[config.mk]
export PLATFORM = sky130hd
export DESIGN_NAME = mem_bus_arbiter
export DESIGN_NICKNAME = d
export VERILOG_FILES = /design/src/rtl/mem_bus_arbiter.sv
export SDC_FILE = /design/constraint.sdc
export NUM_CORES = 1
export LEC_CHECK = 0
export CAP_MARGIN = 10
export CORE_UTILIZATION = 44
export CTS_CLUSTER_SIZE = 25
export DETAILED_ROUTE_END_ITERATION = 8
export GPL_ROUTABILITY_DRIVEN = 0
export PLACE_DENSITY = 0.95
export SETUP_SLACK_MARGIN = 0.2
export SLEW_MARGIN = 20
export SYNTH_ARGS = -nofsm -noshare
export SYNTH_HDL_FRONTEND = slang
export SYNTH_SLANG_ARGS = --single-unit
[constraint.sdc]
create_clock -name clk -period 2.8 [get_ports clk]
set_input_delay 0.84 -clock clk [delete_from_list [all_inputs] [get_ports clk]]
set_output_delay 0.84 -clock clk [all_outputs]
set_load 0.01 [all_outputs]
[src/rtl/mem_bus_arbiter.sv]
// Purpose : shares one memory port between instruction fetch (IF) and data (DM); DM wins ties.
// Latency : req -> mem_req 1 cycle; mem_ready -> if_/dm_ready 1 cycle; one IDLE cycle between transfers.
// Backpr. : requests are held by the requester until its ready pulse; a watchdog aborts a stalled memory.
//
// Ports   : clk, reset_n (async active-low)
//           if_req/if_addr -> if_ready/if_rdata          instruction fetch (read only)
//           dm_req/dm_we/dm_addr/dm_wdata/dm_be -> dm_ready/dm_rdata   load/store
//           mem_req/mem_we/mem_addr/mem_wdata/mem_be <- mem_ready/mem_rdata   shared memory
//           bus_err                                       pulses with the owner's ready on abort
// Options : define ARB_ROUND_ROBIN_EN to alternate grants on simultaneous requests.
module mem_bus_arbiter #(
   parameter int ADDR_WIDTH     = 32,
   parameter int DATA_WIDTH     = 32,
   parameter int TIMEOUT_CYCLES = 255
) (
   input  logic                  clk,
   input  logic                  reset_n,
   input  logic                  if_req,
   input  logic [ADDR_WIDTH-1:0] if_addr,
   output logic                  if_ready,
   output logic [DATA_WIDTH-1:0] if_rdata,
   input  logic                  dm_req,
   input  logic                  dm_we,
   input  logic [ADDR_WIDTH-1:0] dm_addr,
   input  logic [DATA_WIDTH-1:0] dm_wdata,
   input  logic [3:0]            dm_be,
   output logic                  dm_ready,
   output logic [DATA_WIDTH-1:0] dm_rdata,
   output logic                  mem_req,
   output logic                  mem_we,
   output logic [ADDR_WIDTH-1:0] mem_addr,
   output logic [DATA_WIDTH-1:0] mem_wdata,
   output logic [3:0]            mem_be,
   input  logic                  mem_ready,
   input  logic [DATA_WIDTH-1:0] mem_rdata,
   output logic                  bus_err
);

   localparam int WDW = $clog2(TIMEOUT_CYCLES + 1);
   // Abort on the edge where the watchdog would reach TIMEOUT_CYCLES.
   localparam logic [WDW-1:0] WD_LAST = WDW'(TIMEOUT_CYCLES - 1);
   localparam logic [WDW-1:0] WD_MAX  = WDW'(TIMEOUT_CYCLES);

   typedef enum logic [1:0] {IDLE, BUSY_IF, BUSY_DM} state_t;

   state_t         state, state_nxt;
   logic [WDW-1:0] wdog;
   logic           grant_dm;
   logic           start, done, abort;

`ifdef ARB_ROUND_ROBIN_EN
   logic last_grant_dm;   // 0 = IF won last, 1 = DM won last

   // On a tie the port that did not win last time is granted.
   assign grant_dm = dm_req & ~(if_req & last_grant_dm);

   always_ff @(posedge clk or negedge reset_n) begin
      if (!reset_n) begin
         last_grant_dm <= 1'b0;
      end else if (start) begin
         last_grant_dm <= grant_dm;
      end
   end
`else
   assign grant_dm = dm_req;
`endif

   always_ff @(posedge clk or negedge reset_n) begin
      if (!reset_n) begin
         state <= IDLE;
      end else begin
         state <= state_nxt;
      end
   end

   always_comb begin
      state_nxt = state;
      start     = 1'b0;
      done      = 1'b0;
      abort     = 1'b0;
      case (state)
         IDLE: begin
            if (if_req || dm_req) begin
               start     = 1'b1;
               state_nxt = grant_dm ? BUSY_DM : BUSY_IF;
            end
         end
         BUSY_IF, BUSY_DM: begin
            if (mem_ready) begin
               done      = 1'b1;
               state_nxt = IDLE;
            end else if (wdog == WD_LAST) begin
               abort     = 1'b1;
               state_nxt = IDLE;
            end
         end
         default: state_nxt = IDLE;
      endcase
   end

   always_ff @(posedge clk or negedge reset_n) begin
      if (!reset_n) begin
         mem_req   <= 1'b0;
         mem_we    <= 1'b0;
         mem_addr  <= '0;
         mem_wdata <= '0;
         mem_be    <= 4'h0;
         if_ready  <= 1'b0;
         if_rdata  <= '0;
         dm_ready  <= 1'b0;
         dm_rdata  <= '0;
         bus_err   <= 1'b0;
         wdog      <= '0;
      end else begin
         if_ready <= 1'b0;
         dm_ready <= 1'b0;
         bus_err  <= 1'b0;
         if (start) begin
            // Latched copy is what the memory sees for the whole transfer.
            mem_req   <= 1'b1;
            mem_we    <= grant_dm & dm_we;
            mem_addr  <= grant_dm ? dm_addr  : if_addr;
            mem_wdata <= grant_dm ? dm_wdata : '0;
            mem_be    <= grant_dm ? dm_be    : 4'hF;
            wdog      <= '0;
         end else if (done || abort) begin
            mem_req <= 1'b0;
            wdog    <= '0;
            bus_err <= abort;
            if (state == BUSY_IF) begin
               if_ready <= 1'b1;
               if_rdata <= done ? mem_rdata : '0;
            end else begin
               dm_ready <= 1'b1;
               dm_rdata <= done ? mem_rdata : '0;
            end
         end else if (state != IDLE) begin
            wdog <= (wdog == WD_MAX) ? wdog : wdog + 1'b1;
         end
      end
   end

endmodule

# Word level (Yosys, flattened, before mapping)
# Cells that the tools add are included.
[totals]
register_bits = 147
output_inout_bits = 137
wordCells = 64
[op_classes]
reduce_logical = 11
n_mux = 30
n_bitwise = 3
n_eq_ne = 7
n_addsub = 1
[ops]
columns = ["cell", "count"]
rows = [
  ["2-to-1 mux 32 bit", 3],
  ["2-to-1 mux 8 bit", 4],
  ["2-to-1 mux 1 bit", 17],
  ["equality test 8 bit (second input constant)", 2],
  ["adder 8 x 1 -> 8 bit (second input constant)", 1],
  ["2-to-1 mux 2 bit", 4],
  ["!= test 3 bit (second input constant)", 2],
  ["AND reduction 3 bit", 2],
  ["2-to-1 mux 4 bit", 1],
  ["one-hot mux 2 bit (2 select lines)", 1],
  ["AND reduction 2 bit", 2],
  ["nonzero test 2 bit", 2],
  ["nonzero test 3 bit", 1],
  ["equality test 2 x 1 -> 1 bit (second input constant)", 1],
  ["equality test 2 bit (second input constant)", 1],
  ["logical NOT 2 bit", 1],
  ["logical OR 1 bit", 2],
  ["!= test 2 bit (second input constant)", 1],
  ["inverter 1 bit", 2],
  ["OR reduction 2 bit", 1],
  ["bitwise AND 1 bit", 1],
]

# Longest topological paths before layout
[depth]
depth_word = 7
depth_mapped = 9
ltp_nobuf = 6

# Worst setup path after synthesis
# OpenSTA, ideal clock, no wires.
[synth_path]
path_type = "input -> register"
from = "input port dm_req"
to = "register dm_rdata[0]"
path_buffers = 2
arrival_time_ns = 1.900
slack_ns = 0.778
path_stages = 6
required_ns = 2.678
setup_time_ns = 0.122
path_cell_list = "buf_4 o21a_1 nor3_4 nand2_2 buf_6 a32o_1"
[synth_via]
elab_chain_cells = 5
[synth_lines]
columns = ["item", "line_no", "source"]
rows = [
  ["start, declared", "22", "input logic dm_req,"],
  ["logical OR 1 bit", "83", "if (if_req || dm_req) begin"],
  ["2-to-1 mux 1 bit", "83", ""],
  ["2-to-1 mux 1 bit", "81", "case (state)"],
  ["inverter 1 bit (no source line)", "n/a", ""],
  ["AND reduction 3 bit (no source line)", "n/a", ""],
  ["end signal, assigned", "135", "dm_rdata <= done ? mem_rdata : '0;"],
  ["end, declared", "28", "output logic [DATA_WIDTH-1:0] dm_rdata,"],
]
# No other way between the ends.
# A chain may end at the register's enable or synchronous reset.

# Worst setup path in the final report
[layout_path]
from = "register mem_wdata[3]"
to = "output port mem_wdata[3]"
[layout_lines]
columns = ["item", "line_no", "source"]
rows = [
  ["start, declared", "32", "output logic [DATA_WIDTH-1:0] mem_wdata,"],
  ["start signal, assigned", "123", "mem_wdata <= grant_dm ? dm_wdata : '0;"],
]
# No word-level cell between the ends.

==> summary.txt <==
Final layout
  • Most frequent cells in the layout: clkdlybuf4s50_1, dfrtp_1, a32o_1, nand2_1, o21ai_0
  • Final nets: 858
  • Area grow syn2layout: 59.9%
  • Multi-input gate area: 1980 µm²
  • Share of cells above drive strength 1: 0.0686
  • Fill cell count: 831
  • Most common cell after layout, fill and taps aside: clkdlybuf4s50_1
  • Register Area: 3680 µm²
  • Final Cell Area: 9390 µm²

Route
  • Final ANT Viol Nets: 0
  • WL per Instance: 19.6 µm
  • DR WL met2: 9.28 mm
  • Initial drt markers: 474
  • First-pass iteration count of the detailed router: 4
  • DRC errors left: 0
  • Met3 WL: 1.25 mm
  • DR vias/cell: 5.55
  • Via Count: 5015
  • Total Routed Length: 17.7 mm
  • Top sig layer: met4
  • Post-Route M1 WL: 6.73 mm

Floorplan
  • Row count: 41
  • Die Wd: 118 µm
  • Core area: 12800 µm²
  • Die height: 118 µm
  • Starting density of the core: 0.458
  • Ports: 275
  • Die area: 13800 µm²

Synth
  • Post-synth top area share: 0.626
  • Synthesized net count: 593
  • Yosys cell types: 40
  • Top FF cell, synth: dfrtp_1
  • Cell Area, Synth: 5870 µm²
  • Register bit total from synthesis: 147
  • Ys Warns: 0
  • EDFF count, synth: 0
  • Synth Instances: 451
  • Post-Syn Area per Cell: 13.0 µm²
  • Asr flop ratio synth: 1.00
  • Seq/Total Area, Yosys: 0.626
  • Ranking of synthesized cells by area: dfrtp_1, a32o_1, mux2i_1
  • Yosys top cell by area: dfrtp_1

Clock tree
  • CTS Hold Bufs: 0
  • Max Buffers Root-to-Sink: 2
  • Clock sinks: 147
  • Post-CTS Repair Setup Buffers: 0
  • Clock Latency Late Sink: 0.41 ns
  • TritonCTS clock tree: done
  • Root Buffer: clkbuf_16
  • Post-CTS sizing: 0
  • TritonCTS Buffers: 17
  • H-tree Lvls: 4
  • Clk pin slew, worst setup/hold paths: 0.06 ns

Critical path
  • CP bufs+invs: 1
  • Crit-path cells: clkdlybuf4s50_1
  • WS Path Type: reg2out
  • Crit path DAT: 1.38 ns
  • CP endpoint kind: primary output
  • R2R depth: 6
  • Slowest CP cell: clkdlybuf4s50_1
  • CP Max Fanout: 2
  • Worst EP required: 1.96 ns
  • Critical Path Stages: 1
  • CP top delay family: buffers and inverters
  • CP max stage delay: 0.59 ns
  • CP Launch Type: flip-flop
  • Worst setup startpoint: mem_wdata[3]
  • Reg2Reg Launch Point: state[1]

Power
  • Sw Share: 0.329
  • Sequential share of power: 0.354
  • Lkg Pwr: 4.02 nW
  • Clock share of power: 0.218
  • Pwr/cell area: 1070 nW/µm²
  • Internal power: 6.74 mW
  • NetSw: 3.31 mW
  • Combinational Power Share: 0.428
  • Maximum vdd ir drop: 457 µV

STA
  • Final Critical Period: 2.22 ns
  • Final hold vios: 0
  • Worst slew margin: 0.580
  • # setup viols final: 0
  • Pins Over Slew Limit: 0
  • Final period utilization: 0.792
  • Slew @ Worst Pin: 0.631 ns
  • RSZ-0062 raised after global routing: false
  • Setup_tns: 0 ns
  • Fin Clk Skew: 0.00712 ns
  • FMAX: 0.451 GHz

Placed design
  • DP HPWL: 12.7 mm
  • IO Port Bufs: 274
  • Placed Area: 8820 µm²

GRT
  • Initial antenna violation count: 2
  • Global-route usage over all layers: 0.265
  • Largest net degree at the start of global routing: 65
  • Remaining Overflow, GRT: 0
  • First-pass GRT wire length: 28.1 mm
  • Number of global-route vias before repair: 5126

Job
  • Max Cap Violations: 0

Hold path
  • Worst Hold Class: in2async

Status
  • Outcome: finished clean
synth_stat cells (all sizes together), types with 2 or more instances:
cell and n:
ha 4, a21oi 2, o22a 4, and4 2, nor2 6, buf 17
nand3 4, o21a 2, dfrtp 147, a22o 33, o21ai 38, a2111oi 2
xnor2 4, a32o 64, mux2i 33, nor3 3, nand2 40, inv 9
and2 2, clkbuf 23
metrics by stage:
stage	worst slack (ns)	util	cells	total power, mW	hold WS (ns)
after global placement	0.401	0.687	869	7.64	0.464
after floorplan	0.778	-	451	5.35	0.506
after global routing	0.541	0.732	903	10.5	0.408
final	0.583	0.732	903	10.1	0.386
after CTS	0.563	0.732	901	10.1	0.389
after detailed placement	0.294	0.687	869	7.89	0.469
state kept, by name (all words and copies together), names as in the netlist:
register   count
dm_ready       1
dm_rdata      32
mem_wdata     32
mem_req        1
mem_addr      32
wdog           8
bus_err        1
state          2
if_ready       1
mem_be         4
mem_we         1
if_rdata      32
layer usage:
layer,global-route usage,vias up
met1,0.303,2479
met5,0,-
met2,0.463,260
met4,0.121,0
met3,0.0707,34
li1,-,2242
final cells by class:
type                            instances  area share
Timing Repair Buffer                  286       0.310
Sequential cell                       147       0.392
Clock buffer                           19      0.0461
Antenna cell                            2    0.000533
Clock inverter                         13      0.0144
Tap cell                              172      0.0229
Multi-Input combinational cell        255       0.211
Inverter                                9     0.00360
worst register-to-register path: stages, from the launching register on:
cell,delay [ns]
dfrtp_1,0.39
inv_1,0.10
ha_1,0.39
o21a_1,0.37
nor3_4,0.07
buf_4,0.25
a32o_1,0.33
path summary, 6_finish.rpt:
path,to,slack [ns]
min in group clk,mem_addr[20],0.48
setup / recovery,mem_wdata[3],0.58
setup reg to reg,dm_rdata[20],0.81
hold / removal,if_rdata[10],0.39
hold reg to reg,mem_addr[20],0.48
max in group asynchronous,mem_wdata[27],1.76
power groups by stage:
| stage | clock network (mW) | logic (mW) | registers [mW] |
|---|---|---|---|
| floorplan | 0 | 1.47 | 3.89 |
| global placement | 0 | 4.13 | 3.51 |
| detailed placement | 0 | 4.31 | 3.57 |
| CTS | 2.22 | 4.33 | 3.56 |
| global route | 2.31 | 4.57 | 3.65 |
| finish | 2.19 | 4.30 | 3.56 |
kinds of logic (layout without fill, tap and decap cells):
group	after synthesis	after routing	share of synthesized area
compound gates	151	151	0.214
xor+xnor	5	5	0.00746
fa+ha+maj	4	4	0.00852
buf+inv	49	327	0.0388
flops	147	147	0.626
mux	33	33	0.0563
other cells	0	2	0
simple gates	62	62	0.0488
(Power assumes the default switching activity.)
==> RTL edit 1: new RTL, same settings <==
Build with the macro `ARB_ROUND_ROBIN_EN` defined.
--- a/src/rtl/mem_bus_arbiter.sv
+++ b/src/rtl/mem_bus_arbiter.sv
@@ -9,4 +9,6 @@
 //           bus_err                                       pulses with the owner's ready on abort
 // Options : define ARB_ROUND_ROBIN_EN to alternate grants on simultaneous requests.
+`define ARB_ROUND_ROBIN_EN
+
 module mem_bus_arbiter #(
    parameter int ADDR_WIDTH     = 32,
Function: changed (Yosys sat finds a counterexample within 4 cycles, from zero or initial values and one cycle with reset_n low).
==> RTL edit 1 against the original RTL <==
  * Count of clock-buffer cells in the layout is 2 lower
  * Power grew 7.2%
  * Sequential cell count rose by 1
  * Highest routed layer unchanged
  * Final area rose by 0.79%
  * Setup slack lost 0.036 ns
  * Largest cell class unchanged
  * Sequential power increased by 6.2%
  * Wire length is 3.7% lower
  * Clock skew rose by 0.0022 ns
  * Utilization increased by 0.87 points
  * Critical endpoint unchanged
  * Synthesized area fell by 0.94%
==> RTL edit 1: results (changes against the original RTL) <==
GRT
  • Vias in the first global route: 4909 (-4.2%)
  • Largest net degree at the start of global routing: 101 (+55%)
  • Initial antenna violation count: 0 (-2)
  • First-pass GRT wire length: 25.70 mm (-8.5%)
  • Met1 Use GR: 28.11% (-2.2 points)
  • Global Route met2 Usage: 43.94% (-2.4 points)

Yosys
  • Top FF cell, synth: dfrtp_1
  • Post-synthesis sequential area ratio: 63.67% (+1.0 points)
  • Post-synthesis compound-gate area fraction: 20.52% (-0.85 points)
  • Mapped Nets: 594 (+0.17%)
  • Synth cell types: 38 (-5.0%)
  • Post-synthesis adder-cell area fraction: 0.8604% (+0.0081 points)
  • Ranking of synthesized cells by area: dfrtp_1 (64%), a22o_1 (15%), mux2i_1 (5.7%)
  • Mapped Avg Cell Area: 12.87 sq um (-1.2%)
  • Commonest cells in the netlist: dfrtp_1 (148), a22o_1 (97), nand2_1 (40)
  • Multiplexer share of the synthesized area: 5.679% (+0.053 points)
  • Synth Area in XOR/XNOR: 0.7529% (+0.0071 points)

STA
  • Clock Skews: 0.009363 ns (+0.002240 ns)
  • Max-Slew Margin vs Limit: 60.31% (+2.3 points)

Critical path
  • FF-to-FF Start: state[0]
  • Depth of the worst register-to-register path: 7 (+1)
  • CP max stage delay: 0.64 ns (+0.05 ns)
  • R2R Setup Slk: 0.73 ns (-0.08 ns)
  • R2r endpoint: if_rdata[19]
  • Worst Path Arrival: 1.41 ns (+0.03 ns)

Power
  • Peak VDD IR: 0.5049 mV (+10%)
  • P_int: 7.186 mW (+6.6%)
  • Sequential logic power: 3.78 mW (+6.2%)
  • LEAKAGE: 4.143 nW (+3.2%)
  • Flop pwr share: 35.0% (-0.4 points)

Placement
  • DP Area: 8850 sq um (+0.38%)
  • Placed Cells: 876 (+0.81%)
  • Place WS: 0.1833 ns (-0.1104 ns)
  • Detailed placement HPWL: 12.48 mm (-2.1%)

Status
  • Status: finished clean

Final layout
  • Nets: 865 (+0.82%)
  • Layout cell share with drive strength beyond 1: 7.065% (+0.21 points)
  • Non-Filler Instances: 908 (+0.55%)
  • Ant diodes: 0 (-2)

CTS
  • Worst-case clock buffer depth: 2 (unchanged)

Drt
  • Routed len/inst: 18.81 um (-4.3%)
  • WL met2: 8.872 mm (-4.3%)
  • WL met3: 1.458 mm (+17%)
  • Met1 Wirelength: 6.263 mm (-6.9%)
  • Initial DRC count: 365 (-23%)
  • Vias/cell: 5.400 (-2.8%)
[RTL edit 1: changes by cell type in the layout (fill, tap and decap cells not counted), sizes merged, moves of 3 or more]
cell	delta
nor2	+3
a22o	+64
clkinvlp	-5
a32o	-64
inv	+9
[RTL edit 1: area by class of cell]
type | instances | area [sq um]
sequential | 148 | 3704
tap | 172 | 215.2
inverter | 9 | 33.78
clock buffer | 17 | 425.4
multi-input combinational | 260 | 1943
timing repair buffer | 287 | 2954
fill | 794 | 3311
clock inverter | 15 | 187.7
[RTL edit 1: worst min path at each step]
| stage | slack [ns] | startpoint | end | cells past startpoint |
|---|---|---|---|---|
| after floorplan | 0.46 | last_grant_dm | last_grant_dm | 2 |
| after global routing | 0.34 | reset_n | dm_rdata[8] | 1 |
| after CTS | 0.32 | reset_n | dm_rdata[16] | 1 |
| after detailed placement | 0.47 | mem_addr[19] | mem_addr[19] | 2 |
| final | 0.33 | reset_n | dm_rdata[8] | 1 |
| after global placement | 0.46 | mem_addr[5] | mem_addr[5] | 2 |
==> RTL edit 2: new RTL, same settings <==
Without the edit above. Register the output `bus_err` once more, cleared by the reset; this adds one clock of latency there. The other outputs are not delayed to match.
--- a/src/rtl/mem_bus_arbiter.sv
+++ b/src/rtl/mem_bus_arbiter.sv
@@ -43,4 +43,6 @@
 
    typedef enum logic [1:0] {IDLE, BUSY_IF, BUSY_DM} state_t;
+
+   logic bus_err_s0;
 
    state_t         state, state_nxt;
@@ -110,10 +112,10 @@
          dm_ready  <= 1'b0;
          dm_rdata  <= '0;
-         bus_err   <= 1'b0;
+         bus_err_s0 <= 1'b0;
          wdog      <= '0;
       end else begin
          if_ready <= 1'b0;
          dm_ready <= 1'b0;
-         bus_err  <= 1'b0;
+         bus_err_s0 <= 1'b0;
          if (start) begin
             // Latched copy is what the memory sees for the whole transfer.
@@ -127,5 +129,5 @@
             mem_req <= 1'b0;
             wdog    <= '0;
-            bus_err <= abort;
+            bus_err_s0 <= abort;
             if (state == BUSY_IF) begin
                if_ready <= 1'b1;
@@ -141,4 +143,12 @@
    end
 
+   always_ff @(posedge clk or negedge reset_n) begin
+      if (!reset_n) begin
+         bus_err <= '0;
+      end else begin
+         bus_err <= bus_err_s0;
+      end
+   end
+
 endmodule
 
Function: no difference found for any inputs over 4 cycles, from zero or initial values and one cycle with reset_n low; that may be too few to reach the edited logic, so the function may still have changed.
==> RTL edit 2 against the original RTL <==
  * Hold slack worse by 0.0050 ns
  * Wire length fell by 1.8%
  * Synthesized area grew 0.43%
  * Final area shrank 0.24%
  * Power decreased by 0.47%
  * Setup slack improved by 0.015 ns
  * First-iteration DRC count grew 5.5%
  * Utilization decreased by 0.18 points
  * Clock skew is 0.0032 ns higher
  * Via count up 0.40%
  * Cell count down 0.44%
  * Sequential cell count rose by 1
  * Critical path type unchanged
==> RTL edit 2: results (changes against the original RTL) <==
Yosys
  • Ranking of synthesized cells by area: dfrtp_1 (63%), a32o_1 (11%), mux2i_1 (5.6%)
  • Commonest cells in the netlist: dfrtp_1 (148), a32o_1 (64), nand2_1 (39)
  • Mapped Nets: 594 (+0.17%)

Final layout
  • Layout cell share with drive strength beyond 1: 6.740% (-0.12 points)
  • Ant diodes: 0 (-2)
  • Nets: 856 (-0.23%)
  • Fill count: 846 (+1.8%)

Critical path
  • Worst Path Arrival: 1.36 ns (-0.02 ns)
  • CP max stage delay: 0.55 ns (-0.04 ns)

GRT
  • Met1 Use GR: 31.00% (+0.70 points)
  • First-pass GRT wire length: 28.00 mm (-0.27%)
  • Global Route met2 Usage: 47.17% (+0.87 points)
  • Initial antenna violation count: 0 (-2)
  • Routing usage on met3: 5.378% (-1.7 points)

Placement
  • Detailed placement HPWL: 12.74 mm (about the same)
  • DP Area: 8793 sq um (-0.26%)

Drt
  • Vias/cell: 5.601 (+0.85%)
  • Met1 Wirelength: 6.638 mm (-1.3%)
  • DR pass1 iterations: 6 (+2)
  • WL met2: 9.341 mm (+0.71%)
  • WL met3: 1.170 mm (-6.1%)
  • Routed len/inst: 19.37 um (-1.4%)
  • Initial DRC count: 500 (+5.5%)

Min path
  • Tightest Hold Check Type: reg -> reg

Power
  • LEAKAGE: 4.012 nW (about the same)
  • Psw: 3.343 mW (+1.0%)

Status
  • Status: finished clean

STA
  • Clock Skews: 0.01033 ns (+0.003211 ns)
==> RTL edit 2: cell count changes after synthesis, sizes merged <==
cell,change
dfrtp,+1
==> RTL edit 2: stage by stage <==
| step | total power, mW | setup slack [ns] | cells | utilization, % |
|---|---|---|---|---|
| floorplan | 5.367 | 0.7783 | 452 | - |
| global placement | 7.636 | 0.4111 | 867 | 68.57 |
| detailed placement | 7.861 | 0.3047 | 867 | 68.57 |
| CTS | 10.08 | 0.5740 | 899 | 73.03 |
| global route | 10.52 | 0.5465 | 899 | 73.03 |
| finish | 10.00 | 0.5979 | 899 | 73.03 |
==> RTL edit 2: kinds of logic after synthesis <==
group                    after synthesis  synth area share, %
buffers and inverters                 49                3.862
AND/OR/NAND/NOR                       62                4.859
AO/OA/AOI/OAI                        151                21.28
adder cells (fa/ha/maj)                4               0.8488
XOR/XNOR                               5               0.7426
multiplexers                          33                5.602
flip-flops                           148                62.80
==> RTL edit 2: path summary, 6_finish.rpt <==
kind	startpoint	to	slack, ns	depth (start not counted)
setup / recovery	if_rdata[11]	if_rdata[11]	0.60	1
hold / removal	bus_err_s0	bus_err	0.38	0
setup reg to reg	state[1]	dm_rdata[17]	0.83	6
hold reg to reg	bus_err_s0	bus_err	0.38	0
max in group asynchronous	reset_n	if_rdata[25]	1.69	2
min in group asynchronous	reset_n	mem_addr[17]	0.50	2
==> RTL edit 2: area by class of cell <==
| class | instances | area share [%] |
|---|---|---|
| Tap cell | 172 | 2.298 |
| Sequential cell | 148 | 39.54 |
| Timing Repair Buffer | 283 | 30.58 |
| Clock inverter | 15 | 1.576 |
| Multi-Input combinational cell | 255 | 21.11 |
| Inverter | 9 | 0.3607 |
| Clock buffer | 17 | 4.542 |
